`src/rtl/ov7670_pkg.sv`:
```
// ov7670_pkg: shared frame geometry and controller state encoding
package ov7670_pkg;
  localparam int H_PIX = 176;
  localparam int V_LIN = 144;
  localparam int FRAME_PIX = H_PIX * V_LIN;
  localparam int AW = 16;
  typedef enum logic [2:0] {IDLE, ARM, SYNC, CAPTURE, CHECK} state_t;
endpackage

```
`src/rtl/ov7670_frame_ctrl_if.sv`:
```
// ov7670_frame_ctrl_if: ping-pong frame buffer write port
interface ov7670_frame_ctrl_if;
  import ov7670_pkg::*;
  logic mem_we;
  logic [AW-1:0] mem_addr;
  modport master(output mem_we, mem_addr);
  modport slave(input mem_we, mem_addr);
endinterface

```
`src/rtl/ov7670_edge_det.sv`:
```
// ov7670_edge_det: registers a camera sync line and flags its rising/falling edges
module ov7670_edge_det (
  input  logic Pclock,
  input  logic Reset,
  input  logic d,
  output logic q,
  output logic rise,
  output logic fall
);
  // one-cycle history of the sync line
  always_ff @(posedge Pclock) q <= Reset ? 1'b0 : d;
  assign rise = d & ~q;
  assign fall = ~d & q;
endmodule

```
`src/rtl/ov7670_frame_ctrl.sv`:
```
// ov7670_frame_ctrl: arms on request, captures one whole frame into the write bank, commits on exact pixel count
module ov7670_frame_ctrl
  import ov7670_pkg::*;
(
  input  logic                Pclock,
  input  logic                Reset,
  input  logic                Vsync,
  input  logic                WPixel_in,
  input  logic [14:0]         PAddress_in,
  input  logic                start,
  input  logic                continuous,
  input  logic                stop,
  ov7670_frame_ctrl_if.master mem,
  output logic                busy,
  output logic                done,
  output logic                frame_err,
  output logic                ready_bank,
  output logic [7:0]          frame_count
);
  state_t state;
  logic bank_wr, over, vs_q, vs_rise, vs_fall, addr_ok;
  logic [14:0] pix_cnt;
  logic [AW-1:0] wr_addr;
  ov7670_edge_det u_vs (
    .Pclock(Pclock),
    .Reset (Reset),
    .d     (Vsync),
    .q     (vs_q),
    .rise  (vs_rise),
    .fall  (vs_fall)
  );
  assign addr_ok = PAddress_in < 15'(FRAME_PIX);
  assign wr_addr = (bank_wr ? AW'(FRAME_PIX) : AW'(0)) + AW'(PAddress_in);
  assign busy = state != IDLE;
  // frame sequencer with registered write port and status
  always_ff @(posedge Pclock) begin
    if (Reset) begin
      state        <= IDLE;
      mem.mem_we   <= 1'b0;
      mem.mem_addr <= '0;
      done         <= 1'b0;
      frame_err    <= 1'b0;
      ready_bank   <= 1'b0;
      bank_wr      <= 1'b1;
      frame_count  <= '0;
      pix_cnt      <= '0;
      over         <= 1'b0;
    end else begin
      mem.mem_we <= 1'b0;
      done       <= 1'b0;
      if (stop && state != IDLE) state <= IDLE;
      else case (state)
        IDLE: if (start) begin
          state     <= ARM;
          frame_err <= 1'b0;
        end
        ARM: if (Vsync) state <= SYNC;
        SYNC: if (vs_fall) begin
          state   <= CAPTURE;
          pix_cnt <= '0;
          over    <= 1'b0;
        end
        CAPTURE: begin
          if (WPixel_in && addr_ok) begin
            mem.mem_we   <= 1'b1;
            mem.mem_addr <= wr_addr;
            pix_cnt      <= pix_cnt == 15'(FRAME_PIX + 1) ? pix_cnt : pix_cnt + 15'd1;
          end
          over <= over | (WPixel_in & ~addr_ok);
          if (vs_rise) state <= CHECK;
        end
        CHECK: begin
          if (pix_cnt == 15'(FRAME_PIX) && !over) begin
            ready_bank  <= bank_wr;
            bank_wr     <= ~bank_wr;
            done        <= 1'b1;
            frame_count <= frame_count + 8'd1;
          end else frame_err <= 1'b1;
          state <= continuous ? ARM : IDLE;
        end
        default: state <= IDLE;
      endcase
    end
  end
endmodule

```
`src/flat_wrapper.sv`:
```
// flat-port wrapper written by rule: the top's interface ports become plain ports
module ov7670_frame_ctrl_flat import ov7670_pkg::*;
  (Pclock, Reset, Vsync, WPixel_in, PAddress_in, start, continuous, stop, busy, done, frame_err, ready_bank, frame_count, mem_mem_we, mem_mem_addr);
  ov7670_frame_ctrl_if mem_i ();
  input  logic Pclock;
  input  logic Reset;
  input  logic Vsync;
  input  logic WPixel_in;
  input  logic [14:0] PAddress_in;
  input  logic start;
  input  logic continuous;
  input  logic stop;
  output logic busy;
  output logic done;
  output logic frame_err;
  output logic ready_bank;
  output logic [7:0] frame_count;
  output wire logic [$bits(mem_i.mem_we)-1:0] mem_mem_we;
  output wire logic [$bits(mem_i.mem_addr)-1:0] mem_mem_addr;
  assign mem_mem_we = mem_i.mem_we;
  assign mem_mem_addr = mem_i.mem_addr;
  ov7670_frame_ctrl u_core (.Pclock(Pclock), .Reset(Reset), .Vsync(Vsync), .WPixel_in(WPixel_in), .PAddress_in(PAddress_in), .start(start), .continuous(continuous), .stop(stop), .mem(mem_i), .busy(busy), .done(done), .frame_err(frame_err), .ready_bank(ready_bank), .frame_count(frame_count));
endmodule
```
`config.mk`:
```
export PLATFORM = sky130hd
export DESIGN_NAME = ov7670_frame_ctrl_flat
export DESIGN_NICKNAME = d
export VERILOG_FILES = /design/src/rtl/ov7670_pkg.sv /design/src/rtl/ov7670_frame_ctrl_if.sv /design/src/rtl/ov7670_edge_det.sv /design/src/rtl/ov7670_frame_ctrl.sv /design/src/flat_wrapper.sv
export SDC_FILE = /design/constraint.sdc
export NUM_CORES = 1
export LEC_CHECK = 0
export ABC_AREA = 1
export BUFFER_PORTS_ARGS = -buffer_cell sky130_fd_sc_hd__buf_2
export CELL_PAD_IN_SITES_DETAIL_PLACEMENT = 0
export CELL_PAD_IN_SITES_GLOBAL_PLACEMENT = 1
export CORE_MARGIN = 5
export CORE_UTILIZATION = 35
export CTS_CLUSTER_DIAMETER = 40
export DETAILED_ROUTE_END_ITERATION = 10
export PLACE_DENSITY_LB_ADDON = 0.1
export SLEW_MARGIN = 40
export SYNTH_ARGS = -nofsm -noshare
export SYNTH_HDL_FRONTEND = slang
export SYNTH_SLANG_ARGS = --single-unit
```
`constraint.sdc`:
```
create_clock -name Pclock -period 1.75 [get_ports Pclock]
set_clock_uncertainty 0.05 [all_clocks]
set_input_delay 0.35 -clock Pclock [delete_from_list [all_inputs] [get_ports Pclock]]
set_output_delay 0.35 -clock Pclock [all_outputs]
set_load 0.01 [all_outputs]
```
# Word level (Yosys, flattened, before mapping)
# Index checks and enable logic that the tools add are counted.
[word_totals] ff_bits=49 inputBits=22 output_inout_bits=29 wordCells=74
[classes] n_addsub=3 order_cmp=1 eq_ne=13 muxes=18 bitwise_logic=11 reduce_logical=17
[op_table] operator="15-bit two-way mux" n=4
[op_table] operator="15-bit equality test, second input constant" n=2
[op_table] operator="15-bit case mux with 2 select lines" n=1
[op_table] operator="16-bit by 15-bit adder with 16-bit output" n=1
[op_table] operator="15-bit by 1-bit adder with 15-bit output, second input constant" n=1
[op_table] operator="15-bit < comparator, second input constant" n=1
[op_table] operator="3-bit case mux with 5 select lines" n=1
[op_table] operator="3-bit two-way mux" n=4
[op_table] operator="2-bit != test, second input constant" n=6
[op_table] operator="3-bit AND reduction" n=3
[op_table] operator="8-bit by 1-bit adder with 8-bit output, second input constant" n=1
[op_table] operator="4-bit AND reduction" n=2
[op_table] operator="1-bit inverter" n=7
[op_table] operator="3-bit by 2-bit equality test with 1-bit output, second input constant" n=2
[op_table] operator="1-bit two-way mux" n=6
[op_table] operator="3-bit OR reduction" n=2
[op_table] operator="5-bit AND reduction" n=1
[op_table] operator="1-bit case mux with 2 select lines" n=2
[op_table] operator="2-bit nonzero test" n=2
[op_table] operator="1-bit bitwise AND" n=3
[op_table] operator="3-bit by 1-bit equality test with 1-bit output, second input constant" n=1
[op_table] operator="3-bit equality test, second input constant" n=1
[op_table] operator="1-bit logical AND" n=3
[op_table] operator="3-bit logical NOT" n=1
[op_table] operator="other kinds (5)" n=5

# Depth between registers and ports, before layout
# Gate-level depths: netlist of run 1.
[logic_depth] depth_word=5 mapped_depth=11

# By module
# Synthesis of run 1 repeated with hierarchy kept, for this count alone.
[hier_totals] cells_unflattened=402 area_unflattened_um2=2800.2
[modules_own_cells] module="ov7670_frame_ctrl" n_inst=1 cells_per_inst=396 area_each_um2=2761.4 seq_area_each_um2=960.9
[modules_own_cells] module="ov7670_edge_det" n_inst=1 cells_per_inst=6 area_each_um2=38.8 seq_area_each_um2=20.0

# Least setup slack after synthesis of run 1
# Ideal clock, no wire load.
[synth_path] path_kind="register to register" start="register u_core.bank_wr" end="register u_core.mem.mem_addr[14]" setup_ns=0.117 arrival_ns=1.506 slack_ns=0.077 stages_incl_launch_ff=10 n_path_buf=0 path_cell_list="dfxtp_1 > ha_1 > inv_1 > fa_1 > nor2_1 > nand3_1 > nand2_1 > nand2_1 > a21oi_1 > nor2_1"
[synth_via] elab_chain_len=2
[synth_rtl] item="start, declared" line="ov7670_frame_ctrl.sv:21" rtl="logic bank_wr, over, vs_q, vs_rise, vs_fall, addr_ok;"
[synth_rtl] item="start signal, assigned" line="ov7670_frame_ctrl.sv:75" rtl="bank_wr <= ~bank_wr;"
[synth_rtl] item="15-bit two-way mux" line="ov7670_frame_ctrl.sv:33" rtl="assign wr_addr = (bank_wr ? AW'(FRAME_PIX) : AW'(0)) + AW'(PAddress_in);"
[synth_rtl] item="16-bit by 15-bit adder with 16-bit output" line="ov7670_frame_ctrl.sv:33"
[synth_rtl] item="end signal, assigned" line="ov7670_frame_ctrl.sv:66" rtl="mem.mem_addr <= wr_addr;"
[synth_rtl] item="end, declared" line="ov7670_frame_ctrl_if.sv:6" rtl="modport master(output mem_we, mem_addr);"
# Every way passes these cells.
# A chain may end at the register's enable or synchronous reset.

# Worst setup path in the final report of run 1
[layout_path] start="register u_core.pix_cnt[1]" end="register u_core.frame_count[0]"
[layout_via] elab_chain_len=3
[layout_rtl] item="start, declared" line="ov7670_frame_ctrl.sv:22" rtl="logic [14:0] pix_cnt;"
[layout_rtl] item="start signal, assigned" line="ov7670_frame_ctrl.sv:67" rtl="pix_cnt <= pix_cnt == 15'(FRAME_PIX + 1) ? pix_cnt : pix_cnt + 15'd1;"
[layout_rtl] item="15-bit equality test" line="ov7670_frame_ctrl.sv:73" rtl="if (pix_cnt == 15'(FRAME_PIX) && !over) begin"
[layout_rtl] item="1-bit logical AND" line="ov7670_frame_ctrl.sv:73"
[layout_rtl] item="3-bit AND reduction (no line)"
[layout_rtl] item="end signal, assigned" line="ov7670_frame_ctrl.sv:77" rtl="frame_count <= frame_count + 8'd1;"
[layout_rtl] item="end, declared" line="ov7670_frame_ctrl.sv:18" rtl="output logic [7:0] frame_count"
# Every way passes these cells.

==> results.txt, run 1 <==
----------------------------------------------------
[Outcome]
  Outcome ... completed

[Pwr]
  Combinational power share ... 0.296
  Switching portion of total power ... 0.355
  Switching pwr ... slightly below 1 mW
  Final Total Pwr ... ~2.8 mW
  Leakage dissipation ... 1.55 nW
  Internal Pwr Total ... approximately 1.8 mW
  Reg power frac ... 0.461
  IR drop worst, VDD ... between 0.0004 and 0.0005 V
  Proportion of power drawn by the clock network ... 0.243
  Power density over the cells ... between 700 and 800 nW/um2

[Global routing]
  First-pass GRT wire length ... 12.6 mm
  Number of antenna violations at the first check in global routing ... 0
  Maximum number of pins on one net before global-route repair ... 22
  Remaining global-route overflow ... 0
  Global-route total usage across every layer ... 0.155
  Via count of the first global-routing pass ... about 2700

[Route]
  Remaining number of nets flagged by the antenna check after routing ... 0
  Drc violations ... 0
  Total wire length after detailed routing ... about 7.4 mm
  Drt initial violations ... about 130
  Average wire length per cell after detail routing ... 12.4 um
  Vias ... between 2000 and 3000
  Iteration count of the initial detailed-routing pass ... 4
  Vias per Instance ... about 4.6

[Layout]
  Count of filler cells inserted in the layout ... ~850
  Fraction of layout cells with a size suffix above 1 ... 0.250
  Post-route core utilization ... 0.448
  Net count reported at finish ... around 530
  Number of diodes added for antenna fixing ... 0
  Final non-filler cell total ... about 600
  P&R area growth vs syn ... 24.2%

[STA]
  Final worst path period need ... 1610 ps
  Final Hold Viols ... 0
  Setup WS post-layout ... roughly 140 ps
  Total Negative Setup Slacks ... 0 ps
  Max Clock Freq ... roughly 620 MHz
  Slew @ Worst Pin ... 437 ps
  Final period util ... 0.921
  Relative slew slack ... 0.708
  Number of endpoints failing setup at the final stage ... 0
  Setup repair after global routing missed its margin ... false
  Number of pins exceeding their max-slew limit in the final report ... 0

[Placement]
  Total instance count after detailed placement ... a little under 600
  Final RePlAce weighted congestion ... ~0.83
  Post-placement setup slack ... 12.7 ps
  Buffers on Ports ... 50
  Half-perimeter wire length after placement ... 5.75 mm

[Synthesis]
  Number of unique standard cell types used by synthesis ... 33
  Net count after synthesis ... ~450
  Library cell occupying the most area in the post-synthesis netlist ... dfxtp_1
  Proportion of netlist area held by the largest area contributor ... 0.352
  Ranking of synthesized cells by instance count ... nand2_1, nor2_1, dfxtp_1
  Dominant cell by count in the synthesized netlist ... nand2_1
  Synthesized area divided by synthesized cell count ... ~6.7 um2
  Yosys warns ... 0
  Post-synth ARST share ... 0
  Flip-flop cell with the highest count after synthesis ... dfxtp_1
  Seq cells post-synth ... slightly below 50
  Sequential area share after synthesis ... 0.352
  Number of flops mapped to enable cells by yosys ... 0
  Synth Instances ... slightly above 400
  Top area cells in the synthesized netlist ... dfxtp_1, nand2_1, nor2_1
  Total standard cell area after synthesis ... 2790 um2

[Critical path]
  Nature of the critical path startpoint ... flip-flop
  Data required time at the worst endpoint ... between 1500 and 2000 ps
  Critical path depth ... 10
  Reg2reg path depth ... 10
  Terminus of the critical flop-to-flop path ... u_core.frame_count[0]
  Reg2Reg Setup Slack ... about 140 ps
  Slowest Stage Delay on Critical Path ... between 300 and 400 ps
  Critical path start-end classification ... flip-flop to flip-flop
  Critical path's slowest cell ... dfxtp_2
  Category of cells accounting for the largest share of critical-path delay ... simple AND/OR/NAND/NOR gates
  End point of the critical path ... u_core.frame_count[0]
  Critical path buffers and inverters ... 2
  Launch point of the critical path ... u_core.pix_cnt[1]
  Cells traversed along the worst timing path ... inv_1 -> ha_1 -> nand3_1 -> nor2_1 -> nand3_1 -> nor2_2 -> buf_4 -> nand2_1 -> nand2_1 -> nor2_1
  Beginning of the worst register-to-register path ... u_core.pix_cnt[1]
  CP endpoint kind ... flip-flop
  Highest fanout seen on the critical path ... 4
  Arrival time worst endpoint ... around 1800 ps

[Floorplan]
  IO Count ... 51
  Vertical die dimension ... between 90 and 100 um
  Core ar. ... around 7700 um2
  Starting density of the core ... 0.361
  Row Count ... 32
  Width of the die ... around 99 um
  Area of the die ... just under 10000 um2

[Clock network]
  H-tree depth reported by CTS ... 2
  Clock sinks ... 49
  Max Root-Sink Buffers ... 2
  Clock slew at reported path FFs ... 100 ps
  Worst-Skew Late Latency ... 300 ps
  TritonCTS Buffers ... 5
  Root cell of the clock tree ... clkbuf_8
  TritonCTS clock tree ... yes

[Run]
  Max Cap Violations ... 0

[Worst hold path]
  Type of the tightest min-delay check ... input pin to flip-flop

----------------------------------------------------
power groups by stage:
stage | Clock (mW) | Sequential (mW) | Combinational (mW)
after floorplan | 0 | 1.29 | 0.548
after global placement | 0 | 1.29 | 0.805
after detailed placement | 0 | 1.29 | 0.801
after CTS | 0.724 | 1.26 | 0.806
after global routing | 0.757 | 1.28 | 0.929
final | 0.672 | 1.27 | 0.818
cells in the final DEF, fill, tap and decap left out, types with 7 or more instances in the layout:
master and count:
nand3_1 29, nor2_2 9, o21ai_1 8, nand4_1 14
inv_1 42, nand2_1 114, dfxtp_1 44, nor2_1 48
ha_1 7, buf_2 50, o21ai_0 10, buf_4 32
a21oi_1 35
cell families (layout without fill, tap and decap cells):
logic type / after synthesis / in the layout / synth area share
and+or+nand+nor: 234 / 234 / 0.383
DFF: 49 / 49 / 0.352
buffers and inverters: 55 / 137 / 0.0844
adders and majority gates: 9 / 9 / 0.0431
AOI/OAI and AO/OA: 55 / 55 / 0.0997
xor gates and xnor gates: 12 / 12 / 0.0377
routing by layer:
metal  vias up  global-route usage  part of all wire  wire (um)
met3         6              0.0302             0.041        302
met4         0              0.0294            0.0095         70
met5         -                   0                 0          0
li1       1494                   -                 -          -
met1      1222               0.213              0.49       3650
met2        44               0.254              0.46       3380
registers in the layout, summed over array words and instances, names as in the netlist:
register             flops
u_core.state             3
u_core.u_vs.q            1
u_core.bank_wr           1
u_core.pix_cnt          15
u_core.over              1
u_core.mem.mem_we        1
u_core.frame_err         1
u_core.done              1
u_core.mem.mem_addr     16
u_core.ready_bank        1
u_core.frame_count       8
per-stage QoR:
step | cell area, um2 | hold WS, ps
final | 3460 | 230
after floorplan | 2790 | 419
after detailed placement | 3320 | 391
after CTS | 3410 | 220
after global placement | 3320 | 388
after global routing | 3460 | 228
worst reg2reg max path, cell delays in order (launching register included):
cell     delay, ps
dfxtp_2        350
inv_1          110
ha_1           180
nand3_1         90
nor2_1         140
nand3_1        150
nor2_2         160
buf_4          140
nand2_1         50
nand2_1         60
nor2_1          40
final cells by class:
type / instances / area (um2) / share of cell area
clock buffer: 6 / 72.6 / 0.0210
clock inverter: 2 / 15.0 / 0.00434
inverter: 47 / 180 / 0.0521
multi-input combinational: 310 / 1590 / 0.458
sequential: 49 / 990 / 0.286
tap: 102 / 128 / 0.0369
timing repair buffer: 82 / 490 / 0.142
worst min path at each step:
stage | startpoint | end | slack (ps) | depth (start not counted)
after floorplan | u_core.frame_err | u_core.frame_err | 420 | 2
after global placement | u_core.frame_err | u_core.frame_err | 390 | 2
after detailed placement | u_core.frame_err | u_core.frame_err | 390 | 2
after CTS | PAddress_in[3] | u_core.mem.mem_addr[3] | 220 | 3
after global routing | PAddress_in[3] | u_core.mem.mem_addr[3] | 230 | 3
final | PAddress_in[3] | u_core.mem.mem_addr[3] | 230 | 3
what timing repair did:
item,in CTS,in global routing
setup buffers,0,3
gates resized for setup,0,15
hold buffers,0,0
setup endpoints to repair,0,30
Note: power is estimated with default switching activity, not from simulation.
==> run 2, diff against run 1 <==
- CORE_ASPECT_RATIO: not set -> 0.9
==> results.txt, run 2 (same netlist as run 1, synthesis figures left out) <==
----------------------------------------------------
[Clock network]
  Root cell of the clock tree ... clkbuf_8
  Worst-Skew Late Latency ... about 300 ps
  Clock sinks ... 49
  H-tree depth reported by CTS ... 2
  Max Root-Sink Buffers ... 2
  TritonCTS clock tree ... yes
  Clock slew at reported path FFs ... about 100 ps
  TritonCTS Buffers ... 5

[Critical path]
  Highest fanout seen on the critical path ... 6
  Critical path's slowest cell ... dfxtp_1
  Nature of the critical path startpoint ... flip-flop
  CP endpoint kind ... flip-flop
  Critical path start-end classification ... flip-flop to flip-flop
  Cells traversed along the worst timing path ... nor2_1 -> nand2_1 -> nor2_2 -> inv_1 -> nor3_4 -> nand3_1 -> a21oi_1
  Launch point of the critical path ... u_core.pix_cnt[11]
  Data required time at the worst endpoint ... 1940 ps
  Slowest Stage Delay on Critical Path ... roughly 360 ps
  Beginning of the worst register-to-register path ... u_core.pix_cnt[11]
  Arrival time worst endpoint ... about 1800 ps

[Layout]
  Area occupied by multi-input gates ... 1590 um2
  Number of diodes added for antenna fixing ... 0
  Most common library cell in the layout ignoring fill and taps ... nand2_1
  Count of filler cells inserted in the layout ... between 800 and 900
  Fraction of layout cells with a size suffix above 1 ... 0.244
  Commonest cells after routing, fill and taps aside ... nand2_1, buf_2, nor2_1, dfxtp_1, inv_1
  Largest register by flop count ... u_core.mem.mem_addr
  Net count reported at finish ... 522
  Flip-flop count of the largest register, all copies and words added ... 16
  Post-route standard cell area excluding fillers ... 3450 um2
  Leading registers by flop count ... u_core.mem.mem_addr x16, u_core.pix_cnt x15, u_core.frame_count x8
  Post-route core utilization ... 0.451
  Total area of sequential cells ... a little under 1000 um2
  Final non-filler cell total ... 588
  P&R area growth vs syn ... 24.0%

[Floorplan]
  Row Count ... 30
  Area of the die ... a little under 10000 um2
  Vertical die dimension ... 94.6 um
  Width of the die ... ~100 um
  Core ar. ... between 7000 and 8000 um2
  IO Count ... 51
  Starting density of the core ... 0.364

[STA]
  Slew @ Worst Pin ... roughly 360 ps
  Max Clock Freq ... 619 MHz
  Final worst path period need ... approximately 1600 ps
  Total Negative Setup Slacks ... 0 ps
  Setup repair after global routing missed its margin ... true
  Number of pins exceeding their max-slew limit in the final report ... 0
  Final period util ... 0.923
  Final Hold Viols ... 0
  Relative slew slack ... 0.758
  Number of endpoints failing setup at the final stage ... 0

[Route]
  Drc violations ... 0
  Average wire length per cell after detail routing ... 12.7 um
  Vias ... 2773
  Iteration count of the initial detailed-routing pass ... 5
  Vias per Instance ... between 4 and 5
  Drt initial violations ... 160
  Total wire length after detailed routing ... around 7.5 mm
  Remaining number of nets flagged by the antenna check after routing ... 0

[Outcome]
  Outcome ... completed

[Pwr]
  Leakage dissipation ... 1.55 nW
  Power density over the cells ... 859 nW/um2
  IR drop worst, VDD ... 0.000606 V

[Placement]
  Final RePlAce weighted congestion ... 0.844
  Buffers on Ports ... 50
  Half-perimeter wire length after placement ... between 5 and 6 mm
  Total instance count after detailed placement ... slightly below 600
  Total cell area at the placement stage ... ~3300 um2

[Global routing]
  Remaining global-route overflow ... 0
  Number of antenna violations at the first check in global routing ... 0
  Maximum number of pins on one net before global-route repair ... 25
  Via count of the first global-routing pass ... about 2500
  First-pass GRT wire length ... roughly 12 mm
  Global-route total usage across every layer ... 0.153

[Worst hold path]
  Worst hold path startpoint ... PAddress_in[6]
  Type of the tightest min-delay check ... input pin to flip-flop

[Run]
  Max Cap Violations ... 0

----------------------------------------------------
==> run 2: worst max-delay path, delay by kind of cell (launching register included) <==
| family | cells | cell delay [ps] |
|---|---|---|
| AO/OA/AOI/OAI | 1 | 140 |
| buffers and inverters | 1 | 130 |
| AND/OR/NAND/NOR | 5 | 870 |
| flip-flops | 1 | 360 |
==> run 2: routing by layer <==
| metal | wire (um) | up-vias | GRT usage |
|---|---|---|---|
| met5 | 0 | - | 0 |
| met4 | 36 | 0 | 0.0324 |
| met3 | 424 | 2 | 0.0328 |
| met2 | 3090 | 65 | 0.224 |
| met1 | 3910 | 1214 | 0.229 |
| li1 | - | 1492 | - |
==> run 2: path summary, 6_finish.rpt <==
| path | to | slack (ps) | depth (start not counted) |
|---|---|---|---|
| setup / recovery | u_core.frame_count[3] | 130 | 7 |
| hold / removal | u_core.mem.mem_addr[6] | 230 | 3 |
| setup reg to reg | u_core.frame_count[3] | 130 | 7 |
| hold reg to reg | u_core.frame_err | 400 | 2 |
==> run 2: area by class of cell <==
type,count,share of cell area
repair buffers,78,0.133
inverters,47,0.0518
clock inverters,2,0.0109
flip-flops and latches,49,0.286
well taps,96,0.0348
clock buffers,6,0.0239
multi-input cells,310,0.460
==> run 2: where the power goes <==
part	switching, mW	internal [mW]	total (mW)
Clock	0.411	0.466	0.877
Combinational	0.519	0.300	0.819
Sequential	0.0820	1.19	1.27
==> run 2: stage by stage <==
stage / setup slack (ps) / total power [mW] / hold WS (ps)
floorplan: 77.0 / 1.84 / 419
global placement: 31.7 / 2.10 / 389
detailed placement: -0.567 / 2.10 / 387
CTS: 45.4 / 2.98 / 226
global route: -7.36 / 3.15 / 236
finish: 134 / 2.97 / 233
==> run 2: what timing repair did <==
| item | CTS | global route |
|---|---|---|
| resized for setup | 0 | 12 |
| hold buffers | 0 | 0 |
| setup buffers | 0 | 1 |
| setup endpoints to repair | 0 | 22 |
